$ cat src/rtl/puf_majority_eval.sv
// puf_majority_eval
//   Sequencer for an external bank of arbiter-PUF delay chains. It accepts one
//   challenge, runs N_EVAL launch/sample evaluations, majority-votes each
//   response bit and reports the voted response with a per-bit instability mask.
//
// Ports
//   clk, rst_n      system clock, asynchronous active-low reset
//   chal_valid/ready/data   challenge handshake (chal_ready high only in IDLE)
//   resp_valid/ready        response handshake, resp_* held until taken
//   resp_data       majority-voted response (N_CHAINS bits)
//   resp_unstable   1 = bit was not unanimous across the N_EVAL samples
//   busy            evaluation in progress (acceptance through FINAL)
//   puf_challenge   mux selects to the chains, held from acceptance onward
//   puf_launch      launch level into both chain inputs
//   puf_resp_raw    asynchronous arbiter latch outputs, synchronised here
//
// All outputs are registered.
module puf_majority_eval #(
   parameter int unsigned C_LENGTH      = 8,
   parameter int unsigned N_CHAINS      = 8,
   parameter int unsigned N_EVAL        = 7,
   parameter int unsigned SETTLE_CYCLES = 4
) (
   input  logic                clk,
   input  logic                rst_n,
   input  logic                chal_valid,
   output logic                chal_ready,
   input  logic [C_LENGTH-1:0] chal_data,
   output logic                resp_valid,
   input  logic                resp_ready,
   output logic [N_CHAINS-1:0] resp_data,
   output logic [N_CHAINS-1:0] resp_unstable,
   output logic                busy,
   output logic [C_LENGTH-1:0] puf_challenge,
   output logic                puf_launch,
   input  logic [N_CHAINS-1:0] puf_resp_raw
);

   // Vote counters and eval counter share a width that holds 0..N_EVAL.
   localparam int unsigned CW = $clog2(N_EVAL + 1);
   localparam int unsigned PW = $clog2(SETTLE_CYCLES);

   localparam logic [CW-1:0] EV_FULL = CW'(N_EVAL);
   localparam logic [CW-1:0] EV_LAST = CW'(N_EVAL - 1);
   localparam logic [CW-1:0] HALF    = CW'(N_EVAL / 2);
   localparam logic [PW-1:0] PH_LAST = PW'(SETTLE_CYCLES - 1);

   if ((N_EVAL % 2) == 0) begin : g_bad_n_eval
      $fatal(1, "puf_majority_eval: N_EVAL must be odd");
   end
   if (SETTLE_CYCLES < 3) begin : g_bad_settle
      $fatal(1, "puf_majority_eval: SETTLE_CYCLES must be >= 3");
   end

   typedef enum logic [2:0] {
      ST_IDLE,
      ST_LOW,
      ST_HIGH,
      ST_FINAL,
      ST_DONE
   } state_t;

   state_t              state_q, state_d;
   logic [PW-1:0]       phase_q, phase_d;
   logic [CW-1:0]       eval_q, eval_d;
   logic [CW-1:0]       cnt_q [N_CHAINS];
   logic [CW-1:0]       cnt_d [N_CHAINS];
   logic [N_CHAINS-1:0] sync1_q, sync2_q;

   logic                chal_ready_d, resp_valid_d, busy_d, launch_d;
   logic [N_CHAINS-1:0] resp_data_d, resp_unstable_d;
   logic [C_LENGTH-1:0] challenge_d;

   always_comb begin
      state_d         = state_q;
      phase_d         = phase_q;
      eval_d          = eval_q;
      cnt_d           = cnt_q;
      chal_ready_d    = chal_ready;
      resp_valid_d    = resp_valid;
      resp_data_d     = resp_data;
      resp_unstable_d = resp_unstable;
      busy_d          = busy;
      challenge_d     = puf_challenge;

      case (state_q)
         ST_IDLE: begin
            chal_ready_d = 1'b1;
            if (chal_valid && chal_ready) begin
               challenge_d  = chal_data;
               phase_d      = '0;
               eval_d       = '0;
               for (int unsigned i = 0; i < N_CHAINS; i++) cnt_d[i] = '0;
               chal_ready_d = 1'b0;
               busy_d       = 1'b1;
               state_d      = ST_LOW;
            end
         end
         ST_LOW: begin
            if (phase_q == PH_LAST) begin
               phase_d = '0;
               state_d = ST_HIGH;
            end else begin
               phase_d = phase_q + PW'(1);
            end
         end
         ST_HIGH: begin
            if (phase_q == PH_LAST) begin
               phase_d = '0;
               for (int unsigned i = 0; i < N_CHAINS; i++)
                  cnt_d[i] = cnt_q[i] + CW'(sync2_q[i]);
               eval_d  = (eval_q == EV_FULL) ? eval_q : eval_q + CW'(1);
               state_d = (eval_q == EV_LAST) ? ST_FINAL : ST_LOW;
            end else begin
               phase_d = phase_q + PW'(1);
            end
         end
         ST_FINAL: begin
            for (int unsigned i = 0; i < N_CHAINS; i++) begin
               resp_data_d[i]     = cnt_q[i] > HALF;
               resp_unstable_d[i] = (cnt_q[i] != '0) && (cnt_q[i] != EV_FULL);
            end
            resp_valid_d = 1'b1;
            busy_d       = 1'b0;
            state_d      = ST_DONE;
         end
         ST_DONE: begin
            if (resp_valid && resp_ready) begin
               resp_valid_d = 1'b0;
               chal_ready_d = 1'b1;
               state_d      = ST_IDLE;
            end
         end
         default: state_d = ST_IDLE;
      endcase

      // Launch is registered from the next state so it is high exactly
      // while the FSM sits in HIGH.
      launch_d = (state_d == ST_HIGH);
   end

   always_ff @(posedge clk or negedge rst_n) begin
      if (!rst_n) begin
         state_q       <= ST_IDLE;
         phase_q       <= '0;
         eval_q        <= '0;
         for (int unsigned i = 0; i < N_CHAINS; i++) cnt_q[i] <= '0;
         sync1_q       <= '0;
         sync2_q       <= '0;
         chal_ready    <= 1'b0;
         resp_valid    <= 1'b0;
         resp_data     <= '0;
         resp_unstable <= '0;
         busy          <= 1'b0;
         puf_challenge <= '0;
         puf_launch    <= 1'b0;
      end else begin
         state_q       <= state_d;
         phase_q       <= phase_d;
         eval_q        <= eval_d;
         cnt_q         <= cnt_d;
         sync1_q       <= puf_resp_raw;
         sync2_q       <= sync1_q;
         chal_ready    <= chal_ready_d;
         resp_valid    <= resp_valid_d;
         resp_data     <= resp_data_d;
         resp_unstable <= resp_unstable_d;
         busy          <= busy_d;
         puf_challenge <= challenge_d;
         puf_launch    <= launch_d;
      end
   end

endmodule
$ cat config.mk
export PLATFORM = sky130hd
export DESIGN_NAME = puf_majority_eval
export DESIGN_NICKNAME = d
export VERILOG_FILES = /design/src/rtl/puf_majority_eval.sv
export SDC_FILE = /design/constraint.sdc
export NUM_CORES = 1
export LEC_CHECK = 0
export CORE_ASPECT_RATIO = 1.2
export CORE_UTILIZATION = 50
export CTS_BUF_LIST = sky130_fd_sc_hd__clkbuf_16
export DETAILED_ROUTE_END_ITERATION = 6
export DONT_BUFFER_PORTS = 1
export PLACE_DENSITY = 0.75
export SLEW_MARGIN = 20
export SYNTH_ARGS = -nofsm -noshare
export SYNTH_HDL_FRONTEND = slang
export SYNTH_SLANG_ARGS = --single-unit
$ cat constraint.sdc
create_clock -name clk -period 2 [get_ports clk]
set_input_delay 0.1 -clock clk [delete_from_list [all_inputs] [get_ports clk]]
set_output_delay 0.1 -clock clk [all_outputs]
set_load 0.1 [all_outputs]
### Word-level counts from Yosys, hierarchy flattened

Cells that the tools add are included.
Widths: inputs -> output; s select.

* eq/ne operators: 20
* add/subtract/negate cells: 10
* mux-type cells: 23
* order comparisons: 8
* reduce and logical (&&, ||, !) cells: 32

Operator list (count)
* $mux 24: 2
* $pmux 24 s2: 1
* $add 3x1->3: 8
* $gt 3x2->1 const B: 8
* $ne 3x3->1 const B: 8
* $reduce_bool 3->1: 8
* $mux 3: 7
* $pmux 3 s5: 1
* $logic_and 1x1->1: 10
* $reduce_and 2->1: 5
* $reduce_bool 2->1: 5
* $eq 3x2->1 const B: 3
* $eq 3x3->1 const B: 3
* $ne 2x2->1 const B: 4
* $mux 2: 3
* $pmux 1 s2: 3
* $pmux 3 s2: 1
* $mux 1: 4
* $pmux 2 s2: 1
* $reduce_and 4->1: 1
* $add 3x1->3 const B: 1
* $eq 3x1->1 const B: 1
* $logic_not 3->1: 1
* $reduce_and 3->1: 1
* 3 further kinds: 3

* word-level logic and storage cells: 113
* input bits: 20
* bits in registers: 76
* output and inout bits: 28

### Logic depth before layout (Yosys ltp)

Gate-level depths: netlist (run 1).

* depth in word-level cells: 5
* gate-level depth with buffers: 6
* gate-level depth less buffers: 5

### Worst setup path before layout (run 1)

Ideal clock, no wire load.

* path type: register to register
* from: register chal_ready
* to: register puf_challenge[0]
* setup time: 0.125 ns
* arrival: 1.934 ns
* slack: -0.059 ns
* required time: 1.875 ns
* cell stages (with the launch flop): 4
* period minus slack after synthesis: 2.059 ns
* buffers on the path: 0
* cells stage by stage: dfrtp_1 -> nand3b_1 -> nor2_4 -> mux2_2

* longest elaborated chain between the ends: 2

RTL lines
* start, declared: RTL line 27 `output logic chal_ready,`
* start signal, assigned: RTL line 164 `chal_ready <= chal_ready_d;`
* $logic_and 1x1->1: RTL line 89 `if (chal_valid && chal_ready) begin`
* $reduce_and 2->1 (no line)
* end signal, assigned: RTL line 169 `puf_challenge <= challenge_d;`
* end, declared: RTL line 34 `output logic [C_LENGTH-1:0] puf_challenge,`

Every way passes these cells.
A chain may end at the register's enable or synchronous reset.

### Worst setup path after layout (run 1)

* from: register eval_q[1]
* to: register eval_q[1]

* longest elaborated chain between the ends: 4
* elaborated cells between the ends (all ways): 7
* those cells by class: 1 x add/sub; 2 x eq/ne; 3 x mux; 1 x reduce/logical

RTL lines
* start, declared: RTL line 65 `logic [CW-1:0] eval_q, eval_d;`
* start signal, assigned: RTL line 160 `eval_q <= eval_d;`
* $add 3x1->3: RTL line 112 `eval_d = (eval_q == EV_FULL) ? eval_q : eval_q + CW'(1);`
* $mux 3: RTL line 112
* $mux 3: RTL line 108 `if (phase_q == PH_LAST) begin`
* $pmux 3 s2: RTL line 86 `case (state_q)`

Parallel ways exist; a longest one is shown, timed or not. The select of a mux whose other input is x is not followed.

==> results_dict.tcl, run 1 <==
set metrics [dict create \
    status "finished clean" \
    finClkSkew_ns 0.00751 \
    fp-row-count 32 \
    synthMuxAreaShare 0.0530 \
    cts_tree "done" \
    async_flop_share 1.00 \
    avgSynthCellArea_um2 11.4 \
    slowest_stage "or4b_2" \
    initial_core_util 0.524 \
    gr-total-overflow 0 \
    cts_sinks 76 \
    hold_viol_final 0 \
    crit_fanout 4 \
    holdWs_ns 0.0308 \
    crit_start "eval_q[1]" \
    grt_max_degree 77 \
    netlist_area_um2 3400 \
    maxCapViolations 0 \
    synth_simple_gate_area_frac 0.141 \
    mostFrequentLayoutCell "dfrtp_1" \
    cts-resized-gates 0 \
    wl_um 6340 \
    port_buffers 0 \
    synth_fp_nets 339 \
    finalSetupViolations 0 \
    layout_common_cells "dfrtp_1, buf_4, inv_1, o21ai_0, ha_1" \
    period_share 0.919 \
    antenna_found_initial 0 \
    numCtsBuffers 9 \
    antennaDiodeCount 0 \
    fillerInstances 495 \
    start_kind "flip-flop" \
    routabilityCongestion 0.842 \
    core-area_um2 6490 \
    fin_ws_ns 0.162 \
    hpwl_um 3890 \
    synth-compound-area-share 0.109 \
    slew_headroom 0.749 \
    ys_seq_area_frac 0.559 \
    htree_levels 3 \
    clk_pin_slew_ns 0.05 \
    synth_cell_type_count 41 \
    yosysWarningCount 0 \
    ys_seq_elements 76 \
    via_count 2389 \
    drv_slew 0 \
    grt_pass1_vias 2322 \
    drcViolationCount 0 \
    synth_xor_xnor_area_share 0.00258 \
    synth_enable_flop_cells 0 \
    path_cells "ha_1 -> ha_1 -> or4b_2 -> o211ai_1 -> nand3_1" \
    finalSetupTns_ns 0 \
    cts_setup_buffers 0 \
    die_x_um 77.3 \
    gr-usage-all-layers 0.195 \
    cts_buffer_depth 2 \
    io_pins 48 \
    r2r_start "eval_q[1]" \
    cpMostUsedCell "ha_1" \
    synthAdderAreaFrac 0.0773 \
    arrival_ns 2.05 \
    cp_slowest_stage_delay_ns 0.66 \
    layout-drive-gt1-share 0.207 \
    period_needed_ns 1.84 \
    wl_per_cell_um 14.5 \
    cts_root_buffer "clkbuf_16" \
    ant_nets 0 \
    drtPass1Iterations 4 \
    max_freq_ghz 0.544 \
    path_class "reg2reg" \
    synth_top_family_by_area "simple AND/OR/NAND/NOR gates" \
    endpoint_kind "flip-flop" \
    hp-start "resp_ready" \
    rsz0062_at_grt "false" \
    grt_pass1_wl_um 10800 \
    first_iter_violations 157 \
    vias_per_cell 5.47 \
    required_ns 2.21 \
    synth_cells 298 \
    finalNetCount 389 \
    die_y_um 92.3 \
    ys.flop_type "dfrtp_1" \
    hold_path_class "in2reg" \
    syn2layout_area_growth_pct 21.8 \
    tightest_slew_ns 0.376 \
    die_area_um2 7130 \
    clk_latency_ns 0.33 \
    place_ws_ns 0.160 \
]
## synth_stat cells, types with 3 or more instances
cell,n,area [um2]
o21ai_0,28,140
nand4_1,19,119
dfrtp_1,76,1900
or3_1,8,50.1
clkbuf_1,5,18.8
o31ai_1,9,67.6
nand2_1,14,52.6
inv_1,27,101
a21oi_1,12,60.1
buf_2,4,20.0
nand3b_1,3,22.5
mux2_2,16,180
buf_6,3,33.8
and3_1,8,50.1
ha_1,21,263
nor2b_1,3,18.8
nor2_1,5,18.8
nor3_1,8,40.0
## sequential cells by signal, summed over array words and instances, names as in the netlist
signal and flops:
sync1_q 8, chal_ready 1, sync2_q 8, phase_q 2, eval_q 3, state_q 3
busy 1, cnt_q 24, puf_launch 1, puf_challenge 8, resp_valid 1, resp_unstable 8
resp_data 8
## critical path, delay by kind of cell, from the launching register on
kind            cells  cell delay, ns
compound gates      1            0.13
fa+ha+maj           2            0.43
flops               1            0.41
simple gates        2            0.75
## per-stage QoR
step | std cells | utilization | instance area, um2
floorplan | 298 | - | 3400
global placement | 403 | 0.568 | 3680
detailed placement | 403 | 0.568 | 3680
CTS | 437 | 0.639 | 4140
global route | 437 | 0.639 | 4140
finish | 437 | 0.639 | 4140
## timing repair
action,4_1_cts,5_1_grt
hold buffers,19,0
setup endpoints to repair,0,0
hold endpoints to repair,93,0
## worst paths after layout
| path | slack [ns] | end | cells past startpoint |
|---|---|---|---|
| setup reg to reg | 0.16 | eval_q[1] | 5 |
| max in group asynchronous | 1.36 | chal_ready | 2 |
| setup / recovery | 0.16 | eval_q[1] | 5 |
| hold reg to reg | 0.35 | sync2_q[5] | 0 |
| hold / removal | 0.03 | resp_valid | 3 |
| min in group asynchronous | 0.30 | resp_unstable[6] | 2 |
## routing by layer
| metal | vias up | wire [um] | track usage |
|---|---|---|---|
| met2 | 58 | 3090 | 0.308 |
| met5 | - | 0 | 0 |
| met3 | 11 | 292 | 0.0414 |
| met1 | 1155 | 2830 | 0.253 |
| met4 | 0 | 130 | 0.104 |
| li1 | 1165 | - | - |
## cell families after synthesis
logic type               count (synthesis)
AO/OA/AOI/OAI                           62
XOR/XNOR                                 1
adder cells (fa/ha/maj)                 21
buffers and inverters                   43
flip-flops                              76
multiplexers                            16
AND/OR/NAND/NOR                         79
## area by class of cell
type	count	area (um2)	share of cell area
clock buffers	9	225	0.0544
inverters	27	101	0.0245
flip-flops and latches	76	1900	0.460
repair buffers	55	478	0.115
multi-input cells	179	1300	0.314
clock inverters	6	26.3	0.00634
well taps	85	106	0.0257
Power of run 1 is not shown: default switching activity piles up to over one toggle a cycle in this logic, so the estimate is an artifact.
==> run 2, diff against run 1 <==
--- a/config.mk
+++ b/config.mk
@@ -5,6 +5,7 @@
 export SDC_FILE = /design/constraint.sdc
 export NUM_CORES = 1
 export LEC_CHECK = 0
+export ABC_AREA = 1
 export CORE_ASPECT_RATIO = 1.2
 export CORE_UTILIZATION = 50
 export CTS_BUF_LIST = sky130_fd_sc_hd__clkbuf_16
==> run 2 against run 1 <==
Global-route usage grew 0.72 points. First-iteration DRC count rose by 21%. Sequential cell count is the same. Sequential share of layout area rose by 0.86 points. Non-clock buffer count fell by 6. Critical endpoint is now cnt_q[6]. Highest routed layer unchanged.
==> results_dict.tcl, run 2 <==
set metrics [dict create \
    finalSetupViolations 0 \
    gr-total-overflow 0 \
    hold_viol_final 0 \
    p_int_mw 3.53 \
    required_ns 2.27 \
    ys.flop_type "dfrtp_1" \
    finalNetCount 429 \
    gr-usage-all-layers 0.203 \
    slowest_stage "dfrtp_1" \
    die_y_um 90.9 \
    drtPass1Iterations 5 \
    synth_largest_area_cell "dfrtp_1" \
    finalPower_mw 6.56 \
    peakVddDrop_uv 1380 \
    synth_cell_type_count 24 \
    port_buffers 0 \
    cts_setup_buffers 0 \
    syn2layout_area_growth_pct 23.5 \
    synth_xor_xnor_area_share 0.0213 \
    grt_max_degree 77 \
    async_flop_share 1.00 \
    crit_start "state_q[0]" \
    worst_r2r_endpoint "cnt_q[6]" \
    via_count 2408 \
    clkPwrFrac 0.252 \
    synth_fp_nets 378 \
    arrival_ns 1.83 \
    r2r_start "state_q[0]" \
    seqPwrFrac 0.313 \
    finClkSkew_ns 0.00698 \
    die_area_um2 6910 \
    numCtsBuffers 9 \
    cts_sinks 76 \
    crit_fanout 32 \
    vias_per_cell 5.05 \
    die_x_um 76.1 \
    synth_common_cells "nand2_1, dfrtp_1, nand3_1, ha_1, nor2_1" \
    power.leakage_nw 2.04 \
    cts-resized-gates 0 \
    period_needed_ns 1.57 \
    synth_simple_gate_area_frac 0.214 \
    synth_top_family_by_area "simple AND/OR/NAND/NOR gates" \
    period_share 0.783 \
    ys_seq_elements 76 \
    drcViolationCount 0 \
    cts_buffer_depth 2 \
    layout-drive-gt1-share 0.145 \
    synth_top_area_share 0.578 \
    antenna_found_initial 0 \
    cts_tree "done" \
    path_cells "nor2_4 -> nand3_4 -> nand2_4 -> buf_4 -> nand3_1 -> nand2_1" \
    rsz0062_at_grt "false" \
    pwr-share-comb 0.436 \
    max_freq_ghz 0.638 \
    synthAdderAreaFrac 0.0798 \
    wl_um 6240 \
    path_class "reg2reg" \
    busiest_layer "met2" \
    status "finished clean" \
    synth_cells 337 \
    reg2regPathDepth 6 \
    htree_levels 3 \
    synth-compound-area-share 0.0593 \
    tightest_slew_ns 0.359 \
    clk_pin_slew_ns 0.06 \
    slew_headroom 0.761 \
    maxCapViolations 0 \
    cp_slowest_stage_delay_ns 0.47 \
    fin_ws_ns 0.433 \
    grt_util_met2 0.361 \
    initial_core_util 0.514 \
    core-area_um2 6410 \
    r2r_slack_ns 0.43 \
    largest_reg_flops 24 \
    place_ws_ns 0.446 \
    avgSynthCellArea_um2 9.76 \
    cts_root_buffer "clkbuf_16" \
    yosysMostFrequentCell "nand2_1" \
    crit_end "cnt_q[6]" \
    gr-usage-met1 0.229 \
    hpwl_um 3990 \
    ant_nets 0 \
    first_iter_violations 190 \
    ys_seq_area_frac 0.578 \
    grt_pass1_vias 2444 \
    fp-row-count 32 \
    finalSetupTns_ns 0 \
    layout_common_cells "nand2_1, dfrtp_1, buf_4, nand3_1, ha_1" \
    fillerInstances 513 \
    io_pins 48 \
    top_register "cnt_q" \
    powerDensity_nw_per_um2 1610 \
    netlist_top_cells_area "dfrtp_1, nand2_1, ha_1, nand3_1, nor2_1" \
    clk_latency_ns 0.33 \
    wl_per_cell_um 13.1 \
    synthMuxAreaShare 0 \
    netlist_area_um2 3290 \
    power_switching_mw 3.03 \
    endpoint_kind "flip-flop" \
    switching_share 0.462 \
    drv_slew 0 \
    grt_pass1_wl_um 10900 \
    start_kind "flip-flop" \
    mostFrequentLayoutCell "nand2_1" \
    yosysWarningCount 0 \
    met3_usage 0.0566 \
    synth_enable_flop_cells 0 \
    routabilityCongestion 0.834 \
    antennaDiodeCount 0 \
    hold_path_class "in2reg" \
]
-- run 2: metal layers --
layer | routed length, um | part of all wire
met5 | 0 | 0
met4 | 87 | 0.014
met3 | 254 | 0.041
met2 | 3290 | 0.53
met1 | 2610 | 0.42
-- run 2: critical path: cells and delay by family (launching register included) --
family / cells / cell delay, ns
flops: 1 / 0.47
simple gates: 5 / 0.72
buf+inv: 1 / 0.31
-- run 2: cell type report --
cell class | instances | area [um2] | share of cell area
well taps | 85 | 106 | 0.0262
clock inverters | 6 | 80.1 | 0.0197
repair buffers | 49 | 433 | 0.107
inverters | 22 | 85.1 | 0.0209
flip-flops and latches | 76 | 1900 | 0.468
multi-input cells | 230 | 1230 | 0.303
clock buffers | 9 | 225 | 0.0554
-- run 2: repair_timing --
action,4_1_cts,5_1_grt
hold endpoints to repair,93,0
setup endpoints to repair,0,0
hold buffers,19,0
-- run 2: through the flow --
stage | hold slack [ns] | instance area [um2] | instances | util
finish | 0.0546 | 4060 | 477 | 0.634
global route | 0.0679 | 4060 | 477 | 0.634
CTS | 0.0408 | 4060 | 477 | 0.634
detailed placement | -0.194 | 3550 | 443 | 0.554
global placement | -0.193 | 3550 | 443 | 0.554
floorplan | -0.196 | 3290 | 337 | -
-- run 2: worst min-delay path by stage --
stage,start,end,depth (start not counted)
finish,chal_valid,chal_ready,3
CTS,chal_valid,chal_ready,3
global placement,rst_n,sync1_q[5],0
detailed placement,rst_n,resp_unstable[5],0
global route,chal_valid,chal_ready,3
floorplan,rst_n,busy,0
-- run 2: power groups by stage --
stage	clock network [mW]	logic, mW	registers, mW
6_report	1.65	2.86	2.05
3_3_place_gp	0	2.76	2.05
2_1_floorplan	0	0.902	3.45
3_5_place_dp	0	2.80	2.08
5_1_grt	1.76	3.05	2.09
4_1_cts	1.68	2.87	2.05
-- run 2: cells by family after synthesis --
family,Yosys count
adder cells (fa/ha/maj),21
XOR/XNOR,8
AND/OR/NAND/NOR,165
flip-flops,76
buffers and inverters,31
AO/OA/AOI/OAI,36
Note: power is estimated with default switching activity, not from simulation.
==> run 3, diff against run 2 <==
==> constraint.sdc (replaced) <==
create_clock -name clk -period 1.55 [get_ports clk]
set_input_delay 0.0775 -clock clk [delete_from_list [all_inputs] [get_ports clk]]
set_output_delay 0.0775 -clock clk [all_outputs]
set_load 0.1 [all_outputs]
==> run 3 against run 2 <==
The run now ends with hold timing left. Sequential share of layout area rose by 0.089 points. Count of clock-buffer cells in the layout unchanged. Register-to-register slack worse by 0.34 ns. Final cell count did not move. Sequential power increased by 31%. Via count is 0.50% higher. Fmax is 7.3% higher. Worst setup slack worse by 0.34 ns. Largest cell class unchanged. Largest power group unchanged.
==> results_dict.tcl, run 3 (synthesized netlist as in run 2, its figures left out) <==
set metrics [dict create \
    finalSetupViolations 0 \
    grt_max_degree 77 \
    endpoint_kind "flip-flop" \
    antenna_found_initial 0 \
    fp-row-count 32 \
    drcViolationCount 0 \
    hpwl_um 4010 \
    grt_pass1_vias 2465 \
    max_freq_ghz 0.685 \
    clk_pin_slew_ns 0.06 \
    status "finished with violations" \
    routabilityCongestion 0.801 \
    cts_sinks 76 \
    via_count 2420 \
    period_share 0.942 \
    cts_buffer_depth 2 \
    cts_setup_buffers 0 \
    initial_core_util 0.514 \
    largest_reg_flops 24 \
    peakVddDrop_uv 1800 \
    wl_um 6460 \
    gr-usage-all-layers 0.211 \
    die_area_um2 6910 \
    port_buffers 0 \
    layout_common_cells "nand2_1, dfrtp_1, buf_4, nand3_1, ha_1" \
    maxCapViolations 0 \
    layout-drive-gt1-share 0.153 \
    ctsHoldBuffers 17 \
    slew_headroom 0.806 \
    clk_latency_ns 0.33 \
    fillerInstances 530 \
    core-area_um2 6410 \
    holdWs_ns -0.564 \
    finalNetCount 428 \
    hold_path_class "in2async" \
    die_x_um 76.1 \
    io_pins 48 \
    vias_per_cell 5.07 \
    arrival_ns 1.73 \
    cts_root_buffer "clkbuf_16" \
    path_class "reg2reg" \
    mostFrequentLayoutCell "nand2_1" \
    grt_pass1_wl_um 11200 \
    gr-total-overflow 0 \
    die_y_um 90.9 \
    first_iter_violations 172 \
    path_buf_inv 1 \
    cts_tree "done" \
    cp_slowest_stage_delay_ns 0.46 \
    ant_nets 0 \
    syn2layout_area_growth_pct 23.3 \
    power.leakage_nw 2.03 \
    required_ns 1.82 \
    numCtsBuffers 9 \
    rsz0062_at_grt "false" \
    start_kind "flip-flop" \
    drtPass1Iterations 4 \
    drv_slew 0 \
    finClkSkew_ns 0.00559 \
    antennaDiodeCount 0 \
    path_cells "nor2_4 -> nand3_4 -> nand2_4 -> buf_12 -> nand3_1 -> nand2_1" \
    hold_viol_final 76 \
    violations "hold timing" \
    slowest_stage "dfrtp_1" \
    crit_fanout 32 \
    finalSetupTns_ns 0 \
    wl_per_cell_um 13.5 \
    top_register "cnt_q" \
    htree_levels 3 \
    period_needed_ns 1.46 \
    cts-resized-gates 0 \
    powerDensity_nw_per_um2 2110 \
    cp_top_family "simple AND/OR/NAND/NOR gates" \
    tightest_slew_ns 0.290 \
]
-- run 3: cell count changes in the layout (fill, tap and decap cells not counted), sizes merged --
cell | before | now
dlygate4sd3 | 18 | 17
clkinvlp | 1 | 3
clkinv | 3 | 2
-- run 3: power by group --
group,switching (mW),internal [mW]
registers,0.308,2.38
clock network,0.802,1.40
logic,2.84,0.822
-- run 3: metrics by stage --
step | setup slack, ns | area, um2 | utilization | power, mW | instances
2_1_floorplan | 0.0507 | 3290 | - | 5.62 | 337
3_3_place_gp | 0.223 | 3570 | 0.557 | 6.25 | 444
3_5_place_dp | 0.148 | 3570 | 0.557 | 6.35 | 444
4_1_cts | 0.0965 | 4060 | 0.633 | 8.60 | 477
5_1_grt | 0.0242 | 4060 | 0.633 | 8.95 | 477
6_report | 0.0899 | 4060 | 0.633 | 8.55 | 477
-- run 3: worst register-to-register path, stage by stage (launching register included) --
cell and delay [ns]:
dfrtp_1 0.46, nor2_4 0.21, nand3_4 0.20, nand2_4 0.13, buf_12 0.18, nand3_1 0.12, nand2_1 0.08
-- run 3: final timing paths --
path                       startpoint      endpoint  slack [ns]  depth (start not counted)
setup / recovery           state_q[0]      cnt_q[4]        0.09                          6
hold / removal                  rst_n  resp_data[5]       -0.56                          0
setup reg to reg           state_q[0]      cnt_q[4]        0.09                          6
hold reg to reg            sync1_q[6]    sync2_q[6]        0.35                          0
max in group asynchronous       rst_n    state_q[1]        2.00                          0
min in group clk           chal_valid    chal_ready        0.02                          3
-- run 3: layout make-up --
cell class	instances	area [um2]	area share
multi-input cells	230	1230	0.303
repair buffers	48	415	0.102
flip-flops and latches	76	1900	0.469
well taps	85	106	0.0262
clock buffers	9	225	0.0555
clock inverters	7	91.3	0.0225
inverters	22	85.1	0.0210
-- run 3: layer usage --
metal | part of all wire | global-route usage | wire [um]
met5 | 0 | 0 | 0
met4 | 0.026 | 0.117 | 165
met3 | 0.037 | 0.0566 | 240
met2 | 0.51 | 0.345 | 3270
met1 | 0.43 | 0.254 | 2780
